### config.mk
export PLATFORM = sky130hd
export DESIGN_NAME = pam_n_slicer
export DESIGN_NICKNAME = d
export VERILOG_FILES = /design/src/rtl/pam_n_slicer.sv
export SDC_FILE = /design/constraint.sdc
export NUM_CORES = 1
export LEC_CHECK = 0
export CAP_MARGIN = 25
export CORE_MARGIN = 2
export CORE_UTILIZATION = 50
export CTS_CLUSTER_SIZE = 40
export DETAILED_ROUTE_END_ITERATION = 10
export GPL_ROUTABILITY_DRIVEN = 0
export PLACE_DENSITY = 0.75
export SETUP_SLACK_MARGIN = 0.4
export SKIP_CTS_REPAIR_TIMING = 1
export SYNTH_ARGS = -nofsm -noshare
export SYNTH_HDL_FRONTEND = slang
export SYNTH_SLANG_ARGS = --single-unit
### constraint.sdc
create_clock -name clk -period 6.4 [get_ports clk]
set_input_delay 1.6 -clock clk [delete_from_list [all_inputs] [get_ports clk]]
set_output_delay 1.6 -clock clk [all_outputs]
set_load 0.005 [all_outputs]
### src/rtl/pam_n_slicer.sv
// PAM-2/4/8 threshold slicer with a two-stage valid/ready pipeline.
// Stage 1 registers the sample and its decided level index; stage 2
// registers the mapped symbol, the saturated slicer error and the clip flag.
// Saturating handshake counters provide simple link statistics.
module pam_n_slicer #(
  parameter int SIGNAL_RESOLUTION = 8,
  parameter int SYMBOL_SEPERATION = 56,
  parameter int SYM_CNT_W         = 32,
  parameter int CLIP_CNT_W        = 16
) (
  input  logic                                clk,
  input  logic                                rst,
  input  logic signed [SIGNAL_RESOLUTION-1:0] voltage_level_in,
  input  logic                                voltage_level_in_valid,
  output logic                                voltage_level_in_ready,
  input  logic [1:0]                          mode,
  input  logic                                gray_en,
  input  logic                                cnt_clr,
  output logic [2:0]                          symbol_out,
  output logic                                symbol_out_valid,
  input  logic                                symbol_out_ready,
  output logic signed [SIGNAL_RESOLUTION:0]   slicer_err,
  output logic                                clip_flag,
  output logic [SYM_CNT_W-1:0]                sym_count,
  output logic [CLIP_CNT_W-1:0]               clip_count
);
  localparam int SR   = SIGNAL_RESOLUTION;
  localparam int W    = SR + 3;
  localparam int HALF = SYMBOL_SEPERATION / 2;
  localparam logic signed [W-1:0] HALF_W  = W'(HALF);
  localparam logic signed [W-1:0] ERR_MAX = W'((1 << SR) - 1);
  localparam logic signed [W-1:0] ERR_MIN = W'(-(1 << SR));

  // Pipeline and counter state
  logic                 s1_valid_q, s1_valid_d;
  logic signed [SR-1:0] s1_x_q, s1_x_d;
  logic [2:0]           s1_idx_q, s1_idx_d;
  logic [1:0]           s1_mode_q, s1_mode_d;
  logic                 s1_gray_q, s1_gray_d;
  logic                 out_valid_q, out_valid_d;
  logic [2:0]           sym_q, sym_d;
  logic signed [SR:0]   err_q, err_d;
  logic                 clip_q, clip_d;
  logic [SYM_CNT_W-1:0]  sym_cnt_q, sym_cnt_d;
  logic [CLIP_CNT_W-1:0] clip_cnt_q, clip_cnt_d;

  logic                advance;
  logic                handshake;
  logic signed [W-1:0] x_ext;
  logic [6:0]          ge;
  logic [2:0]          idx_in;
  logic [2:0]          sym_calc;
  logic signed [W-1:0] err_calc;
  logic                clip_calc;

  assign advance   = !out_valid_q || symbol_out_ready;
  assign handshake = out_valid_q && symbol_out_ready;
  assign x_ext     = W'(voltage_level_in);

  // One comparator bank on the PAM-8 grid (-3S..+3S in steps of S).
  // PAM-4 uses its middle three thresholds, PAM-2 only the zero threshold.
  for (genvar gi = 0; gi < 7; gi++) begin : g_thr
    localparam logic signed [W-1:0] THR = W'((2 * (gi + 1) - 8) * HALF);
    assign ge[gi] = (x_ext >= THR);
  end

  // Level index = number of active thresholds passed for the chosen mode
  always_comb begin
    case (mode)
      2'd0:    idx_in = {2'b00, ge[3]};
      2'd2:    idx_in = 3'($countones(ge));
      default: idx_in = 3'($countones(ge[4:2]));
    endcase
  end

  // Stage-2 math: ideal level, saturated error, clip detect and mapping
  always_comb begin
    int                  m_minus1;
    logic signed [W-1:0] level;
    logic signed [W-1:0] err_abs;
    case (s1_mode_q)
      2'd0:    m_minus1 = 1;
      2'd2:    m_minus1 = 7;
      default: m_minus1 = 3;
    endcase
    level    = W'((2 * int'(s1_idx_q) - m_minus1) * HALF);
    err_calc = W'(s1_x_q) - level;
    err_abs  = err_calc[W-1] ? -err_calc : err_calc;
    // Clip uses the unsaturated error so a saturated value is still flagged
    clip_calc = (err_abs > HALF_W);
    sym_calc  = s1_gray_q ? (s1_idx_q ^ (s1_idx_q >> 1)) : s1_idx_q;
    if (err_calc > ERR_MAX) begin
      err_d = {1'b0, {SR{1'b1}}};
    end else if (err_calc < ERR_MIN) begin
      err_d = {1'b1, {SR{1'b0}}};
    end else begin
      err_d = err_calc[SR:0];
    end
    if (!advance) begin
      err_d = err_q;
    end
  end

  // Both stages move together on advance, otherwise everything holds
  always_comb begin
    s1_valid_d  = s1_valid_q;
    s1_x_d      = s1_x_q;
    s1_idx_d    = s1_idx_q;
    s1_mode_d   = s1_mode_q;
    s1_gray_d   = s1_gray_q;
    out_valid_d = out_valid_q;
    sym_d       = sym_q;
    clip_d      = clip_q;
    if (advance) begin
      s1_valid_d  = voltage_level_in_valid;
      s1_x_d      = voltage_level_in;
      s1_idx_d    = idx_in;
      s1_mode_d   = mode;
      s1_gray_d   = gray_en;
      out_valid_d = s1_valid_q;
      sym_d       = sym_calc;
      clip_d      = clip_calc;
    end
  end

  // Saturating statistics; clear wins over a same-cycle increment
  always_comb begin
    sym_cnt_d  = sym_cnt_q;
    clip_cnt_d = clip_cnt_q;
    if (cnt_clr) begin
      sym_cnt_d  = '0;
      clip_cnt_d = '0;
    end else if (handshake) begin
      if (sym_cnt_q != '1) begin
        sym_cnt_d = sym_cnt_q + 1'b1;
      end
      if (clip_q && (clip_cnt_q != '1)) begin
        clip_cnt_d = clip_cnt_q + 1'b1;
      end
    end
  end

  // State registers with asynchronous clear of data path and counters
  always_ff @(posedge clk or posedge rst) begin
    if (rst) begin
      s1_valid_q  <= 1'b0;
      s1_x_q      <= '0;
      s1_idx_q    <= '0;
      s1_mode_q   <= '0;
      s1_gray_q   <= 1'b0;
      out_valid_q <= 1'b0;
      sym_q       <= '0;
      err_q       <= '0;
      clip_q      <= 1'b0;
      sym_cnt_q   <= '0;
      clip_cnt_q  <= '0;
    end else begin
      s1_valid_q  <= s1_valid_d;
      s1_x_q      <= s1_x_d;
      s1_idx_q    <= s1_idx_d;
      s1_mode_q   <= s1_mode_d;
      s1_gray_q   <= s1_gray_d;
      out_valid_q <= out_valid_d;
      sym_q       <= sym_d;
      err_q       <= err_d;
      clip_q      <= clip_d;
      sym_cnt_q   <= sym_cnt_d;
      clip_cnt_q  <= clip_cnt_d;
    end
  end

  assign voltage_level_in_ready = advance;
  assign symbol_out             = sym_q;
  assign symbol_out_valid       = out_valid_q;
  assign slicer_err             = err_q;
  assign clip_flag              = clip_q;
  assign sym_count              = sym_cnt_q;
  assign clip_count             = clip_cnt_q;

endmodule

# ---- Word level (Yosys, flattened, before mapping)
# Index checks and enable logic that the tools add are counted.
dict set report word_totals {
  ff_bits 77
  input_bits 16
  output_inout_bits 63
  word_cells 62
}
dict set report classes {
  n_addsub 12
  n_mul 1
  order_cmp 10
  n_eq_ne 4
  n_mux 12
  bitwise 1
  reduce_logical 11
}
# cell n
set op_table {}
lappend op_table {{32-bit two-way mux} 3}
lappend op_table {{16-bit two-way mux} 3}
lappend op_table {{32-bit by 1-bit adder with 32-bit output, second input constant} 1}
lappend op_table {{32-bit by 4-bit multiplier with 9-bit output, second input constant} 1}
lappend op_table {{32-bit inequality test, second input constant} 1}
lappend op_table {{5-bit by 32-bit subtractor with 32-bit output} 1}
lappend op_table {{8-bit by 9-bit >= comparator with 1-bit output, second input constant} 2}
lappend op_table {{9-bit two-way mux} 2}
lappend op_table {{16-bit by 1-bit adder with 16-bit output, second input constant} 1}
lappend op_table {{8-bit by 7-bit >= comparator with 1-bit output, second input constant} 2}
lappend op_table {{8-bit >= comparator, second input constant} 2}
lappend op_table {{16-bit inequality test, second input constant} 1}
lappend op_table {{3-bit one-hot mux with 2 select lines} 2}
lappend op_table {{11-bit by 6-bit > comparator with 1-bit output, second input constant} 1}
lappend op_table {{11-bit by 9-bit > comparator with 1-bit output, second input constant} 1}
lappend op_table {{11-bit by 9-bit less-than comparator with 1-bit output, second input constant} 1}
lappend op_table {{11-bit two-way mux} 1}
lappend op_table {{11-bit negation} 1}
lappend op_table {{8-bit by 11-bit subtractor with 11-bit output} 1}
lappend op_table {{8-bit by 1-bit >= comparator with 1-bit output, second input constant} 1}
lappend op_table {{1-bit by 1-bit adder with 2-bit output} 3}
lappend op_table {{2-bit by 1-bit adder with 3-bit output} 2}
lappend op_table {{2-bit nonzero test} 3}
lappend op_table {{2-bit == test, second input constant} 2}
lappend op_table {{9 further kinds} 12}

# ---- Logic depth before layout (Yosys ltp)
dict set report logic_depth {
  word_depth 8
  depth_mapped 23
  ltp_nobuf 23
}

# ---- Least setup slack after synthesis
# OpenSTA, ideal clock, no wires.
dict set report synth_timing {
  path_type {register to register}
  from {reg s1_mode_q[0]}
  to {reg clip_q (netlist: clip_flag)}
  setup_time_ns 0.135
  arrival_time_ns 4.918
  required_time_ns 6.265
  setup_slack_ns 1.347
  path_stages_with_launch 19
  n_path_buf 0
  synth_period_minus_slack_ns 5.053
  cell_sequence {dfrtp_1 > nand2b_1 > ha_1 > a211oi_1 > inv_1 > fa_1 > inv_1 > fa_1 > inv_1 > ha_1 > inv_1 > xnor2_1 > ha_1 > o2111a_1 > or4_4 > and2_0 > or3_1 > o211ai_1 > a31oi_1}
}
dict set report synth_via {
  elab_chain_cells 8
  word_cells_on_any_way 9
  cone_classes {add/sub (3); mul (1); order compare (1); eq/ne (1); mux (2); reduce/logical (1)}
}
# item line
set synth_rtl {}
lappend synth_rtl {{from (decl)} 38} ;# logic [1:0] s1_mode_q, s1_mode_d;
lappend synth_rtl {{from (signal assigned)} 161} ;# s1_mode_q <= s1_mode_d;
lappend synth_rtl {{2-bit == test / 2-bit logical NOT (equally long branches)} 81} ;# case (s1_mode_q)
lappend synth_rtl {{3-bit one-hot mux with 2 select lines (*)} 81}
lappend synth_rtl {{5-bit by 32-bit subtractor with 32-bit output (*)} 86} ;# level = W'((2 * int'(s1_idx_q) - m_minus1) * HALF);
lappend synth_rtl {{32-bit by 4-bit multiplier with 9-bit output (*)} 86}
lappend synth_rtl {{8-bit by 11-bit subtractor with 11-bit output (*)} 87} ;# err_calc = W'(s1_x_q) - level;
lappend synth_rtl {{11-bit negation} 88} ;# err_abs = err_calc[W-1] ? -err_calc : err_calc;
lappend synth_rtl {{11-bit two-way mux (*)} 88}
lappend synth_rtl {{11-bit by 6-bit > comparator with 1-bit output (*)} 90} ;# clip_calc = (err_abs > HALF_W);
lappend synth_rtl {{to (signal assigned)} 166} ;# clip_q <= clip_d;
lappend synth_rtl {{to (decl)} 43} ;# logic clip_q, clip_d;
# Mark *: on every way between the ends. The rest lies on a longest branch, timed or not.
# A chain may end at the register's enable or synchronous reset.

# ---- Final worst setup path
dict set report layout_timing {
  from {reg s1_idx_q[0]}
  to {reg err_q[0] (netlist: slicer_err[0])}
}
dict set report layout_via {
  elab_chain_cells 6
  word_cells_on_any_way 7
  cone_classes {add/sub (2); mul (1); order compare (2); mux (2)}
}
# item line
set layout_rtl {}
lappend layout_rtl {{from (decl)} 37} ;# logic [2:0] s1_idx_q, s1_idx_d;
lappend layout_rtl {{from (signal assigned)} 160} ;# s1_idx_q <= s1_idx_d;
lappend layout_rtl {{5-bit by 32-bit subtractor with 32-bit output (*)} 86}
lappend layout_rtl {{32-bit by 4-bit multiplier with 9-bit output (*)} 86}
lappend layout_rtl {{8-bit by 11-bit subtractor with 11-bit output (*)} 87}
lappend layout_rtl {{11-bit by 9-bit less-than comparator with 1-bit output} 94} ;# end else if (err_calc < ERR_MIN) begin
lappend layout_rtl {{9-bit two-way mux} 94}
lappend layout_rtl {{9-bit two-way mux (*)} 92} ;# if (err_calc > ERR_MAX) begin
lappend layout_rtl {{to (signal assigned)} 165} ;# err_q <= err_d;
lappend layout_rtl {{to (decl)} 42} ;# logic signed [SR:0] err_q, err_d;
# Marked as above.

==> results.sh <==
export IMPL_area_of_the_core_um2=9330
export IMPL_final_routed_wirelength_across_all_metal_layers_mm=10.8
export IMPL_aggregate_global_route_resource_usage_pct=21.3
export IMPL_grt_setup_unrepaired="no"
export IMPL_netlist_top_cells_count="77 x sky130_fd_sc_hd__dfrtp_1, 74 x sky130_fd_sc_hd__nand2_1, 53 x sky130_fd_sc_hd__nor2_1"
export IMPL_ff_latch_count_synth=77
export IMPL_worstPathArrival_ns=5.33
export IMPL_highest_layer="met4"
export IMPL_async_set_reset_flop_share_out_of_synthesis_pct=100
export IMPL_seq_area_um2=1930
export IMPL_cp_required_ns=6.66
export IMPL_peakVddDrop_mv=0.514
export IMPL_criticalPathCategory="reg -> reg"
export IMPL_start_util_pct=52.0
export IMPL_root_buffer="sky130_fd_sc_hd__clkbuf_8"
export IMPL_cts_tree="yes"
export IMPL_route_met3_wl_um=492
export IMPL_power_density_cell_area_nw_per_um2=592
export IMPL_result_of_the_run="finished clean"
export IMPL_dp_hpwl_mm=8.07
export IMPL_antenna_left=0
export IMPL_ys_dominant_reg_cell="sky130_fd_sc_hd__dfrtp_1"
export IMPL_metal2_wl_mm=5.51
export IMPL_timing_final_max_slew_violations=0
export IMPL_io_pins=79
export IMPL_fin_worst_skew_ns=0.0112
export IMPL_yosys_cell_types_count=59
export IMPL_finalHoldViolCount=0
export IMPL_timing_max_slew_rel_slack_pct=37.3
export IMPL_synth_top_cells_by_area="sky130_fd_sc_hd__dfrtp_1 40%, sky130_fd_sc_hd__ha_1 7.5%, sky130_fd_sc_hd__nand2_1 5.7%"
export IMPL_maxClockFrequency_mhz=197
export IMPL_placementRows=35
export IMPL_synth_top_cell_by_area="sky130_fd_sc_hd__dfrtp_1"
export IMPL_synth_cells=537
export IMPL_cp_start_kind="register"
export IMPL_grt_overflow_total=0
export IMPL_grt_antenna_before_repair=0
export IMPL_synth_largest_type_area_fraction_pct=39.7
export IMPL_synth_seq_area_share_pct=39.7
export IMPL_n_antenna_cell=0
export IMPL_htree_num_levels=3
export IMPL_clkSinkCount=77
export IMPL_detail_route_iter0_violations=183
export IMPL_setup_violations_final=0
export IMPL_nNetsFinal=667
export IMPL_design_die_area_um2=10500
export IMPL_residual_drc=0
export IMPL_detail_route_first_pass_iterations=4
export IMPL_path_max_fanout=8
export IMPL_tritoncts_num_buffers=9
export IMPL_place_port_buffers=78
export IMPL_multiInputGateArea_um2=2750
export IMPL_netlist_area_um2=4850
export IMPL_cap_violations=0
export IMPL_post_synth_top_count_cell="sky130_fd_sc_hd__dfrtp_1"
export IMPL_period_minus_slack_ns=5.07
export IMPL_power_leakage_nw=2.60
export IMPL_setup_tns_final_ns=0
export IMPL_clk_latency_ns=0.35
export IMPL_wire_length_of_the_first_global_routing_pass_mm=18.1
export IMPL_grt_pass1_vias=4004
export IMPL_wl_met1_mm=4.67
export IMPL_dieWidth_um=103
export IMPL_synth_area_per_cell_um2=9.04
export IMPL_worst_slew_pin_transition_ns=0.928
export IMPL_areaGrowthSynthToFinish_pct=23.7
export IMPL_routed_via_count=4102
export IMPL_placed_cells=732
export IMPL_clkTransAtPathRegs_ns=0.08
export IMPL_synth_warning_count=0
export IMPL_kind_of_end_point_of_the_critical_path="register"
export IMPL_wl_per_cell_um=14.5
export IMPL_post_drt_via_cell_ratio=5.48
export IMPL_grt_start_max_net_pins=53
export IMPL_timing_hold_worst_class="reg -> reg"
export IMPL_mappedNetlistNets=590
export IMPL_dieHeight_um=103
export IMPL_cts_root_to_sink_buffers=2
export IMPL_nFillCells=817
export IMPL_final_cells=748
export IMPL_number_of_flops_mapped_to_enable_cells_by_yosys=0
export IMPL_min_period_over_period_pct=79.2
export IMPL_final_layout_size_suffix_gt1_share_pct=5.98
==> through the flow <==
step | worst slack, ns | instance area [µm²] | utilization (%) | total power [W] | hold slack (ns)
after detailed placement | 1.41 | 5760 | 61.8 | 0.00309 | 0.463
final | 1.33 | 6000 | 64.3 | 0.00355 | 0.478
after global placement | 1.56 | 5760 | 61.8 | 0.00301 | 0.441
after floorplan | 1.35 | 4850 | - | 0.00258 | 0.430
after global routing | 0.916 | 6000 | 64.3 | 0.00386 | 0.500
after CTS | 1.37 | 6000 | 64.3 | 0.00354 | 0.483
==> power by group <==
part | switching, W | internal (W)
registers | 0.0000416 | 0.000564
clock network | 0.000181 | 0.000259
logic | 0.00141 | 0.00110
total | 0.00163 | 0.00193
==> cells by family (layout without fill, tap and decap cells) <==
logic type      count (synthesis)  count (layout)  synth area share, %
flops                          77              77                 39.7
fa+ha+maj                      37              37                 10.8
compound gates                 92              92                 12.2
buf+inv                        45             127                 3.66
mux                             3               3                0.645
xor+xnor                       52              52                 9.54
simple gates                  230             230                 23.3
other cells                     1               1               0.0773
==> registers in the layout, summed over array words and instances (netlist names), 2 cells and up <==
name        count
sym_count      32
clip_count     16
slicer_err      9
s1_x_q          8
s1_idx_q        3
symbol_out      3
s1_mode_q       2
==> per-layer routing <==
| metal | vias to the layer above | global-route usage, % |
|---|---|---|
| met5 | - | 0 |
| met4 | 0 | 5.85 |
| met3 | 10 | 3.53 |
| met2 | 87 | 37.8 |
| met1 | 1993 | 27.1 |
| li1 | 2012 | - |
==> worst max-delay path: stages, from the launching register on <==
cell and delay, ns:
sky130_fd_sc_hd__dfrtp_1 0.42, sky130_fd_sc_hd__ha_1 0.24, sky130_fd_sc_hd__fa_1 0.41, sky130_fd_sc_hd__inv_1 0.07, sky130_fd_sc_hd__ha_1 0.26, sky130_fd_sc_hd__inv_1 0.11, sky130_fd_sc_hd__ha_1 0.26, sky130_fd_sc_hd__fa_1 0.47
sky130_fd_sc_hd__ha_1 0.35, sky130_fd_sc_hd__a21oi_1 0.25, sky130_fd_sc_hd__o21bai_1 0.10, sky130_fd_sc_hd__a21oi_1 0.19, sky130_fd_sc_hd__xnor2_1 0.09, sky130_fd_sc_hd__ha_1 0.22, sky130_fd_sc_hd__nor2_1 0.17, sky130_fd_sc_hd__nand3_1 0.09
sky130_fd_sc_hd__or4_1 0.46, sky130_fd_sc_hd__o311ai_2 0.18, sky130_fd_sc_hd__o22ai_1 0.30, sky130_fd_sc_hd__nor2b_1 0.20, sky130_fd_sc_hd__o21ai_0 0.14
==> worst paths after layout <==
kind | start | endpoint | slack, ns | cells past startpoint
max | s1_idx_q[0] | slicer_err[0] | 1.33 | 20
min | s1_x_q[5] | s1_x_q[5] | 0.48 | 2
max reg2reg | s1_idx_q[0] | slicer_err[0] | 1.33 | 20
min reg2reg | s1_x_q[5] | s1_x_q[5] | 0.48 | 2
max in group asynchronous | rst | slicer_err[1] | 3.70 | 3
min in group asynchronous | rst | symbol_out[1] | 1.63 | 2
==> cell usage in the layout, fill, tap and decap left out, drive strengths merged, types with 2 or more instances in the layout <==
master,instances
clkdlybuf4s50,78
a31oi,2
nand2,74
inv,28
fa,8
a211oi,6
o31ai,4
nor4,6
a21o,9
and2,8
nor2,53
xnor2,22
or3,11
dfrtp,77
a21oi,27
clkbuf,10
nor3,9
nand4,18
o21ai,24
and3,12
or4,2
clkinv,2
bufinv,3
ha,29
nand3,16
buf,5
and4,7
o21bai,2
mux2i,2
nand2b,2
o211ai,4
nor2b,7
or2,3
o22ai,3
o32ai,2
xor2,30
==> cell type report <==
class	instances	share of cell area, %
multi-input combinational	415	45.8
inverter	28	1.75
timing repair buffer	83	13.6
clock buffer	10	2.13
clock inverter	6	1.86
sequential	77	32.1
tap	129	2.69
(Power assumes the default switching activity.)
